`src/rtl/dc_mcfetch.sv`:
```
// rtl/dc_mcfetch.sv - CRT display fetch engine: turns line/segment requests into single read bursts
module dc_mcfetch #(
  parameter int ADDR_W = 21,
  parameter int LEN_W  = 5
) (
  input  logic              mclock,
  input  logic              hreset,
  input  logic              mcdc_req,
  input  logic [9:0]        mcdcx,
  input  logic [11:0]       mcdcyf,
  input  logic [LEN_W-1:0]  mcdcpg,
  input  logic [ADDR_W-1:0] displ_start_vs,
  input  logic [11:0]       db_pitch,
  input  logic              dc_flush,
  output logic              mcdc_ready,
  output logic              mem_req,
  output logic [ADDR_W-1:0] mem_addr,
  output logic [LEN_W-1:0]  mem_len,
  input  logic              mem_gnt,
  input  logic              mem_rdvalid,
  input  logic [127:0]      mem_rdata,
  output logic              mcpush,
  output logic [127:0]      datdc_in,
  output logic              fetch_err
);

  typedef enum logic [2:0] {S_IDLE, S_CALC, S_REQ, S_DATA, S_DONE} state_t;

  localparam logic [LEN_W:0] CNT_ONE = (LEN_W + 1)'(1);

  state_t              state_q, state_d;
  logic [9:0]          x_q;
  logic [11:0]         y_q;
  logic [LEN_W-1:0]    pg_q;
  logic [ADDR_W-1:0]   start_q;
  logic [11:0]         pitch_q;
  logic [23:0]         line_off_q;
  logic [LEN_W:0]      cnt_q, cnt_d;
  logic                flush_q, flush_d;
  logic                push_q, push_d;
  logic [127:0]        data_q;
  logic                ready_q, ready_d;
  logic                err_q, err_d;
  logic                latch_en;

  always_comb begin
    state_d  = state_q;
    cnt_d    = cnt_q;
    flush_d  = flush_q;
    latch_en = 1'b0;
    case (state_q)
      S_IDLE: begin
        if (mcdc_req && !dc_flush) begin
          latch_en = 1'b1;
          flush_d  = 1'b0;
          state_d  = S_CALC;
        end
      end
      S_CALC: state_d = S_REQ;
      S_REQ: begin
        // A grant in the same cycle as a flush still commits the burst.
        if (mem_gnt) begin
          cnt_d   = {1'b0, pg_q} + CNT_ONE;
          flush_d = dc_flush;
          state_d = S_DATA;
        end else if (dc_flush) begin
          state_d = S_IDLE;
        end
      end
      S_DATA: begin
        if (dc_flush) flush_d = 1'b1;
        if (mem_rdvalid) begin
          cnt_d = cnt_q - CNT_ONE;
          if (cnt_q == CNT_ONE) state_d = S_DONE;
        end
      end
      S_DONE: state_d = S_IDLE;
      default: state_d = S_IDLE;
    endcase
  end

  always_comb begin
    push_d  = (state_q == S_DATA) && mem_rdvalid && !(flush_q || dc_flush);
    ready_d = (state_q == S_DONE) && !flush_q;
    err_d   = err_q || (mem_rdvalid && (state_q != S_DATA));
  end

  always_ff @(posedge mclock) begin
    if (hreset) begin
      state_q    <= S_IDLE;
      x_q        <= '0;
      y_q        <= '0;
      pg_q       <= '0;
      start_q    <= '0;
      pitch_q    <= '0;
      line_off_q <= '0;
      cnt_q      <= '0;
      flush_q    <= 1'b0;
      push_q     <= 1'b0;
      data_q     <= '0;
      ready_q    <= 1'b0;
      err_q      <= 1'b0;
    end else begin
      state_q <= state_d;
      cnt_q   <= cnt_d;
      flush_q <= flush_d;
      push_q  <= push_d;
      ready_q <= ready_d;
      err_q   <= err_d;
      if (latch_en) begin
        x_q     <= mcdcx;
        y_q     <= mcdcyf;
        pg_q    <= mcdcpg;
        start_q <= displ_start_vs;
        pitch_q <= db_pitch;
      end
      if (state_q == S_CALC) line_off_q <= {12'b0, y_q} * {12'b0, pitch_q};
      if (push_d) data_q <= mem_rdata;
    end
  end

  // Address wraps silently at 2^ADDR_W.
  assign mem_addr   = start_q + line_off_q[ADDR_W-1:0] + {{(ADDR_W-10){1'b0}}, x_q};
  assign mem_len    = pg_q;
  assign mem_req    = (state_q == S_REQ);
  assign mcpush     = push_q;
  assign datdc_in   = data_q;
  assign mcdc_ready = ready_q;
  assign fetch_err  = err_q;

endmodule

```
`config.mk`:
```
export PLATFORM = sky130hd
export DESIGN_NAME = dc_mcfetch
export DESIGN_NICKNAME = d
export VERILOG_FILES = /design/src/rtl/dc_mcfetch.sv
export SDC_FILE = /design/constraint.sdc
export NUM_CORES = 1
export LEC_CHECK = 0
export BUFFER_PORTS_ARGS = -buffer_cell sky130_fd_sc_hd__buf_2
export CAP_MARGIN = 20
export CORE_MARGIN = 2
export CORE_UTILIZATION = 58
export DETAILED_ROUTE_END_ITERATION = 12
export HOLD_SLACK_MARGIN = 0.1
export PLACE_DENSITY = 0.86
export SETUP_SLACK_MARGIN = 0.3
export SLEW_MARGIN = 20
export SYNTH_ARGS = -nofsm -noshare
export SYNTH_HDL_FRONTEND = slang
export SYNTH_SLANG_ARGS = --single-unit
```
`constraint.sdc`:
```
create_clock -name mclock -period 15.41 [get_ports mclock]
set_clock_uncertainty 0.15 [all_clocks]
set_input_delay 2.3115 -clock mclock [delete_from_list [all_inputs] [get_ports mclock]]
set_output_delay 2.3115 -clock mclock [all_outputs]
set_load 0.005 [all_outputs]
```
# --- After elaboration in Yosys (flattened, before gate mapping) ---
# Cells that the tools add are included.
word_totals:
  ff_bits: 222
  in_bits: 194
  out_inout_bits: 158
  word_cells: 61
op_classes:
  n_addsub: 4
  n_mul: 1
  n_eq_ne: 12
  n_mux: 15
  n_reduce_logical: 16
ops:
  columns: ["operator", "n"]
  rows:
  - ["$add 21x10->21", 1]
  - ["$add 21x21->21", 1]
  - ["$mul 12x12->21", 1]
  - ["$mux 3", 5]
  - ["$mux 6", 2]
  - ["$pmux 3 s4", 1]
  - ["$pmux 6 s2", 1]
  - ["$ne 2x2->1 const B", 4]
  - ["$reduce_and 4->1", 2]
  - ["$add 5x1->6 const B", 1]
  - ["$eq 3x2->1 const B", 2]
  - ["$eq 6x1->1 const B", 1]
  - ["$ne 3x2->1 const B", 2]
  - ["$sub 6x1->6 const B", 1]
  - ["$logic_and 1x1->1", 5]
  - ["$mux 1", 5]
  - ["$eq 3x1->1 const B", 1]
  - ["$eq 3x3->1 const B", 1]
  - ["$logic_not 1->1", 3]
  - ["$logic_not 3->1", 1]
  - ["$pmux 1 s3", 1]
  - ["$reduce_and 3->1", 1]
  - ["$reduce_bool 3->1", 1]
  - ["$logic_or 1x1->1", 2]
  - ["2 further kinds", 2]

# --- Depth between registers and ports, before layout ---
# Gate-level depths: netlist of the first run.
logic_depth:
  word_depth: 4
  ltp_mapped: 20

# --- Worst setup path before layout of the first run ---
# Ideal clock, no wire load.
synth_path:
  path_kind: "register -> register"
  startpoint: "reg y_q[9]"
  endpoint: "reg line_off_q[19]"
  setup_time_ns: 0.062
  t_arrival_ns: 4.939
  path_slack_ns: 10.258
  stages_incl_launch_ff: 19
  period_less_slack_ns: 5.152
  path_cell_list: "dfxtp_1 clkbuf_1 nand2_1 fa_1 inv_1 fa_1 inv_1 fa_1 fa_1 fa_1 inv_1 ha_1 and3_1 and3_1 nand3_1 a31oi_2 o2111ai_1 or4_1 nand3_1"
synth_via:
  elab_chain_cells: 1
synth_rtl:
  columns: ["element", "line", "rtl"]
  rows:
  - ["start: declaration", "33", "logic [11:0] y_q;"]
  - ["start signal: assignment", "112", "y_q <= mcdcyf;"]
  - ["$mul 12x12->21", "117", "if (state_q == S_CALC) line_off_q <= {12'b0, y_q} * {12'b0, pitch_q};"]
  - ["end signal: assignment", "117", null]
  - ["end: declaration", "37", "logic [23:0] line_off_q;"]
# Every way passes these cells.
# A chain may end at the register's enable or synchronous reset.

# --- Worst setup path in the final report of the first run ---
layout_path:
  startpoint: "reg x_q[1]"
  endpoint: "out mem_addr[15]"
layout_via:
  elab_chain_cells: 1
layout_rtl:
  columns: ["element", "line", "rtl"]
  rows:
  - ["start: declaration", "32", "logic [9:0] x_q;"]
  - ["start signal: assignment", "111", "x_q <= mcdcx;"]
  - ["$add 21x10->21", "123", "assign mem_addr = start_q + line_off_q[ADDR_W-1:0] + {{(ADDR_W-10){1'b0}}, x_q};"]
  - ["end: declaration", "17", "output logic [ADDR_W-1:0] mem_addr,"]
# Every way passes these cells.

==> results.md, run 1 <==
* Outcome: finished, final reports clean
* CP Class: reg -> out
* Longest Clk Path Bufs at 3
* Hold depth at 2
* WL/cell at 17.3 um
* Critical R2R Launch: y_q[9]
* Largest net degree at the start of global routing at 101
* # resized after CTS at 0
* Layout Nets at 2351
* Seq pwr share at 0.440
* HPWL after DPL at 30200 um
* Max_slew headroom at 0.274
* R2r worst-path depth at 17
* RSZ-0062 raised after global routing: no
* IO buf count at 351
* Worst-Margin Slew at 1090 ps
* Post-CTS Setup Repair Bufs at 0
* Met3 WL at 4000 um
* Max Freq at 169 MHz
* Top layer used by detailed routing: met5
* Initial antenna violation count at 9
* Die ar. at 24600 um2
* Die H at 157 um
* GR Overflow Total at 0
* DRT met1 WL at 15300 um
* Worst R2R End: line_off_q[19]
* Syn Area/Cell at 8.05 um2
* Post-synth EDFFs at 0
* Vias in the first global route at 12300
* YS warnings at 0
* Worst hold path type: reg -> reg
* DRT iter0 DRCs at 1020
* GPL Wtd Cong at 0.913
* FP Rows at 55
* Initial Util at 0.596
* Layout cell share with drive strength beyond 1 at 0.209
* Met2 wire length at 19300 um
* Critical Path Sink Type: output pin
* Worst Slack Setup Final at 9490 ps
* DR vias/cell at 5.46
* FF+latch count, synth at 222
* Worst Path Max Fanout at 3
* Clock Power Share at 0.424
* Endpoints failing hold at 0
* H-tree depth at 1
* Commonest non-fill, non-tap cells in the layout: nand2_1, buf_2, a21oi_1
* Core Area at 22800 um2
* Global-route wire length before repair at 61600 um
* Area added between synthesis and finish at 19.6%
* Yosys cell types at 60
* GRT Overall Usage at 0.316
* Flop-to-flop setup slack at 9900 ps
* CP Launch Type: flop
* Peak VDD IR at 0.0963 mV
* P_int at 0.00103 W
* Fin crit share at 0.384
* Max Cap Viol at 0
* CTS Hold Bufs at 0
* Die X at 157 um
* Post-route DRC violation count at 0
* Commonest non-fill, non-tap cell in the layout: nand2_1
* Lkg Pwr at 7.61 nW
* Skew-Pair Late Insertion Delay at 530 ps
* Top FF cell, synth: dfxtp_1
* Ports at 352
* Cell Area, Synth at 13600 um2
* WP data required at 12950 ps
* Sink Count at 222
* DRT Pass-1 Iters at 5
* Comb pwr share at 0.136
* ANT nets after route at 0
* Worst slack, placed at 10000 ps
* Worst hold path endpoint: datdc_in[34]
* Min Tclk post-route at 5920 ps
* Max-slew violations at 0
* CTS clock-pin slew for the worst setup and hold paths at 60 ps
* Mapped Nets at 2070
* DR vias at 12600
* Synth Instances at 1687
* Total negative slack at 0 ps
* Startpoint of the worst hold path: datdc_in[34]
* WP data arrival at 3460 ps
* Clk root buf: clkbuf_16
* Sw Ratio at 0.274
* DRT Wirelength at 40000 um
* TritonCTS Buffers at 24
* Async SR Flop Fraction at 0
* Setup Viol. Count Final at 0
* PwrDens at 87.5 nW/um2
* Switching power at 0.000390 W
* Seq/Total Area, Yosys at 0.327
* CTS tree: built
[kinds of logic after synthesis]
| logic type | Yosys count | synth area share |
|---|---|---|
| AND/OR/NAND/NOR | 679 | 0.213 |
| flip-flops | 222 | 0.327 |
| adder cells (fa/ha/maj) | 189 | 0.234 |
| multiplexers | 2 | 0.00157 |
| buffers and inverters | 253 | 0.0728 |
| XOR/XNOR | 33 | 0.0213 |
| AO/OA/AOI/OAI | 309 | 0.129 |
[layout make-up]
class / count / area, um2
inverters: 149 / 559
clock buffers: 35 / 723
clock inverters: 8 / 100
multi-input cells: 1212 / 8170
repair buffers: 359 / 1820
flip-flops and latches: 222 / 4440
well taps: 313 / 392
diodes: 10 / 25.0
fillers: 1782 / 6540
[critical path, stage by stage (launching register included)]
cell       delay [ps]
dfxtp_1           330
fa_1              470
ha_1              240
inv_1             100
fa_1              220
nor2b_1            80
o2111ai_1         210
nand3_1           150
o21ai_1           240
a21oi_1           170
or4b_1            530
nand3_1            90
buf_2             110
[power groups by stage]
stage                     sequential [W]  combinational (W)  clock [W]
after floorplan                 0.000618           0.000132          0
after global placement          0.000635           0.000185          0
after detailed placement        0.000636           0.000191          0
after CTS                       0.000624           0.000193   0.000609
after global routing            0.000628           0.000216   0.000635
final                           0.000625           0.000194   0.000602
[flip-flops by register name, summed over array words and instances (netlist names)]
name        count
datdc_in      128
line_off_q     21
start_q        21
pitch_q        12
y_q            12
x_q            10
cnt_q           6
mem_len         5
state_q         3
fetch_err       1
flush_q         1
mcdc_ready      1
mcpush          1
[stage by stage]
step	cells	utilization	hold slack (ps)	total power, W	area [um2]
after floorplan	1687	-	281	0.000750	13600
after global placement	2255	0.675	288	0.000820	15400
after detailed placement	2255	0.675	293	0.000827	15400
after CTS	2298	0.711	302	0.00143	16200
after global routing	2302	0.712	312	0.00148	16200
final	2308	0.713	301	0.00142	16200
[how the worst max path moves through the flow]
stage / startpoint / to / slack (ps) / cells after the start
3_5_place_dp: y_q[9] / line_off_q[19] / 10000 / 17
6_report: x_q[1] / mem_addr[15] / 9490 / 12
2_1_floorplan: y_q[9] / line_off_q[19] / 10260 / 18
4_1_cts: x_q[1] / mem_addr[15] / 9500 / 12
5_1_grt: x_q[0] / mem_addr[15] / 9270 / 14
3_3_place_gp: pitch_q[5] / line_off_q[19] / 10130 / 17
[cells in the mapped netlist (3+ instances only)]
master     number  share of area
o21ai_0        14         0.0052
o2111ai_1       3         0.0019
nor2b_1         7         0.0032
nor3b_1         3         0.0017
nor4b_1         3         0.0019
nor4_1          3         0.0014
clkbuf_1       72          0.020
nand2_1       502           0.14
o211ai_1        4         0.0022
xor2_1          8         0.0052
a211oi_1        6         0.0033
o21bai_1        3         0.0017
nand3_1        21         0.0077
o21a_1         11         0.0061
ha_1           80          0.074
buf_2          31          0.011
and2_1         51          0.024
o31a_1          3         0.0019
a31oi_1         4         0.0018
xnor2_1        25          0.016
o32ai_1         3         0.0019
a21oi_1       225          0.083
a2111oi_0       3         0.0019
a22oi_1         5         0.0028
inv_1         148          0.041
or3_1           3         0.0014
nor3_1         15         0.0055
and3_1          5         0.0023
fa_1          109           0.16
nand4_1        10         0.0046
dfxtp_1       222           0.33
a21o_1         10         0.0055
nor2_1         39          0.011
[metal layers]
metal	vias to the layer above	track usage
met1	5985	0.380
met5	-	0
met3	115	0.107
met2	500	0.524
li1	5990	-
met4	8	0.118
No activity file was read; power rests on OpenSTA's default activity.
==> run 2, diff against run 1 <==
Settings changed: CORE_UTILIZATION 58 to 49, PLACE_DENSITY 0.86 to 0.78.
Clock period 15.41 ns to 5.08 ns, I/O delays scaled along.
==> run 2 against run 1 <==
Sequential share of layout area fell by 1.6 points. Worst hold slack better by 0.98 ps. Design area grew 7.6%. Utilization shrank 6.8 points. Count of clock-buffer cells in the layout down 1. Critical endpoint is now line_off_q[19]. Critical path depth is 8 higher. Final cell count rose by 5.5%. Sequential cell count is the same. Via count increased by 1.6%.
==> results.md, run 2 (synthesis results as in run 1) <==
* Layout Nets at 2423 (+3.1%)
* Final core occ at 0.644 (-0.0684)
* Die H at 170 um (+8.6%)
* DR vias at 12800 (+1.6%)
* CP max stage delay at 550 ps (+20 ps)
* GR Overflow Total at 0 (unchanged)
* R2r worst-path depth at 20 (+3)
* Layout cell share with drive strength beyond 1 at 0.282 (+0.0732)
* DRT Pass-1 Iters at 5 (unchanged)
* DRT met1 WL at 17300 um (+13%)
* Met2 wire length at 20400 um (+5.9%)
* WP data required at 5340 ps (-7610 ps)
* Worst hold path endpoint: datdc_in[59]
* Critical-path cell list: nand2_2 -> fa_1 -> inv_2 -> fa_1 -> inv_2 -> fa_1 -> fa_1 -> fa_1 -> inv_2 -> ha_4 -> and3_4 -> and3_4 -> nand3_4 -> a31oi_4 -> o2111ai_2 -> buf_4 -> buf_4 -> buf_4 -> nand2_1 -> nand3_1
* CTS tree: built
* Sink Count at 222 (unchanged)
* Peak VDD IR at 0.235 mV (+140%)
* Finished Cell Area at 17500 um2 (+7.6%)
* HPWL after DPL at 31700 um (+4.7%)
* ANT nets after route at 0 (unchanged)
* Placed cell areas at 15900 um2 (+3.5%)
* Worst R2R End: line_off_q[19]
* Fillers at 2298 (+29%)
* Lkg Pwr at 8.06 nW (+6.0%)
* DRT iter0 DRCs at 998 (-2.2%)
* Worst-Margin Slew at 1020 ps (-71.4 ps)
* GRT Overall Usage at 0.283 (-0.0326)
* DRT Wirelength at 42400 um (+6.1%)
* Commonest non-fill, non-tap cells in the layout: nand2_1, buf_2, a21oi_1
* Initial Util at 0.501 (-0.0951)
* Skew-Pair Late Insertion Delay at 530 ps (about the same)
* H-tree depth at 1 (unchanged)
* IO buf count at 351 (unchanged)
* Min Tclk post-route at 4990 ps
* Max_slew headroom at 0.320 (+0.0459)
* WL/cell at 17.4 um (+0.57%)
* Critical R2R Launch: pitch_q[5]
* Crit-path slowest cell: fa_1
* Clk root buf: clkbuf_16
* Max reg flops at 128 (unchanged)
* Core Area at 27100 um2 (+19%)
* Vias in the first global route at 12600 (+2.3%)
* Fin crit share at 0.983
* Worst hold path type: reg -> reg
* Flop-to-flop setup slack at 90 ps (-9810 ps)
* Top layer used by detailed routing: met5
* Max Freq at 200 MHz
* Setup Viol. Count Final at 0 (unchanged)
* Longest Clk Path Bufs at 3 (unchanged)
* Commonest non-fill, non-tap cell in the layout: nand2_1
* Area added between synthesis and finish at 28.6%
* CTS clock-pin slew for the worst setup and hold paths at 60 ps (about the same)
* Die ar. at 29100 um2 (+18%)
* Hold depth at 2 (unchanged)
* Max-slew violations at 0 (unchanged)
* Ports at 352 (unchanged)
* Outcome: finished, final reports clean
* Die X at 170 um (+8.6%)
* TritonCTS Buffers at 25 (+4.2%)
* Initial antenna violation count at 8 (-1)
* FP Rows at 60 (+9.1%)
* Placed insts at 2360 (+4.7%)
* DR vias/cell at 5.26 (-3.7%)
* Startpoint of the worst hold path: datdc_in[59]
* PwrDens at 264 nW/um2 (+200%)
* Worst Path Max Fanout at 6 (+3)
* CP Launch Type: flop
* Most Frequent Cell on Critical Path: fa_1
* WP data arrival at 5250 ps (+1790 ps)
* Max Cap Viol at 0 (unchanged)
* Global-route wire length before repair at 65100 um (+5.6%)
* GPL Wtd Cong at 0.938 (+2.8%)
* Finished Layout Cells at 2436 (+5.5%)
* CP Class: reg -> reg
* RSZ-0062 raised after global routing: yes
* Post-route DRC violation count at 0 (unchanged)
* Total negative slack at 0 ps (unchanged)
* Critical Path Sink Type: flop
* Endpoints failing hold at 0 (unchanged)
* Hold WS at 302 ps (+0.976 ps)
* Largest net degree at the start of global routing at 202 (+100%)
* Met3 WL at 3540 um (-11%)
[run 2: worst max-delay path: cells and delay by family (launching register included)]
kind | cells | cell delay, ps
adder cells (fa/ha/maj) | 6 | 2850
AND/OR/NAND/NOR | 6 | 630
buffers and inverters | 6 | 530
flip-flops | 1 | 390
AO/OA/AOI/OAI | 2 | 330
[run 2: layout make-up]
cell class | count | area, um2 | area share
Timing Repair Buffer | 430 | 2480 | 0.142
Inverter | 149 | 559 | 0.0320
Antenna cell | 6 | 15.0 | 0.000860
Multi-Input combinational cell | 1212 | 8510 | 0.487
Tap cell | 372 | 465 | 0.0267
Sequential cell | 222 | 4500 | 0.258
Clock buffer | 34 | 729 | 0.0418
Clock inverter | 11 | 205 | 0.0118
[run 2: worst max path at each step]
stage | end | slack [ps] | start
3_3_place_gp | line_off_q[19] | -6 | y_q[3]
2_1_floorplan | line_off_q[19] | 120 | y_q[10]
3_5_place_dp | line_off_q[19] | -120 | y_q[3]
5_1_grt | line_off_q[19] | -90 | pitch_q[4]
6_report | line_off_q[19] | 90 | pitch_q[5]
4_1_cts | line_off_q[19] | 10 | y_q[8]
[run 2: what timing repair did]
action / CTS / global route
setup buffers: 14 / 11
resized for setup: 57 / 65
hold endpoints to repair: 0 / 0
endpoints found under the setup margin: 10 / 11
pin swaps: 29 / 45
cloned: 0 / 0
hold buffers: 0 / 0
[run 2: metrics by stage]
step                      setup slack (ps)  total power, W
after floorplan                        120         0.00229
after global placement               -5.88         0.00254
after detailed placement              -118         0.00256
after CTS                             10.7         0.00460
after global routing                 -87.6         0.00478
final                                 87.8         0.00461
[run 2: per-layer routing]
layer | GRT usage | up-vias
met3 | 0.0816 | 94
met5 | 0 | -
met2 | 0.469 | 459
li1 | - | 6124
met4 | 0.0829 | 4
met1 | 0.359 | 6122
[run 2: where the power goes]
part	leakage (nW)	internal [W]	switching, W
Clock	0.443	0.00126	0.000772
Sequential	1.81	0.00180	0.0000715
Combinational	5.81	0.000298	0.000399
Total	8.06	0.00336	0.00124
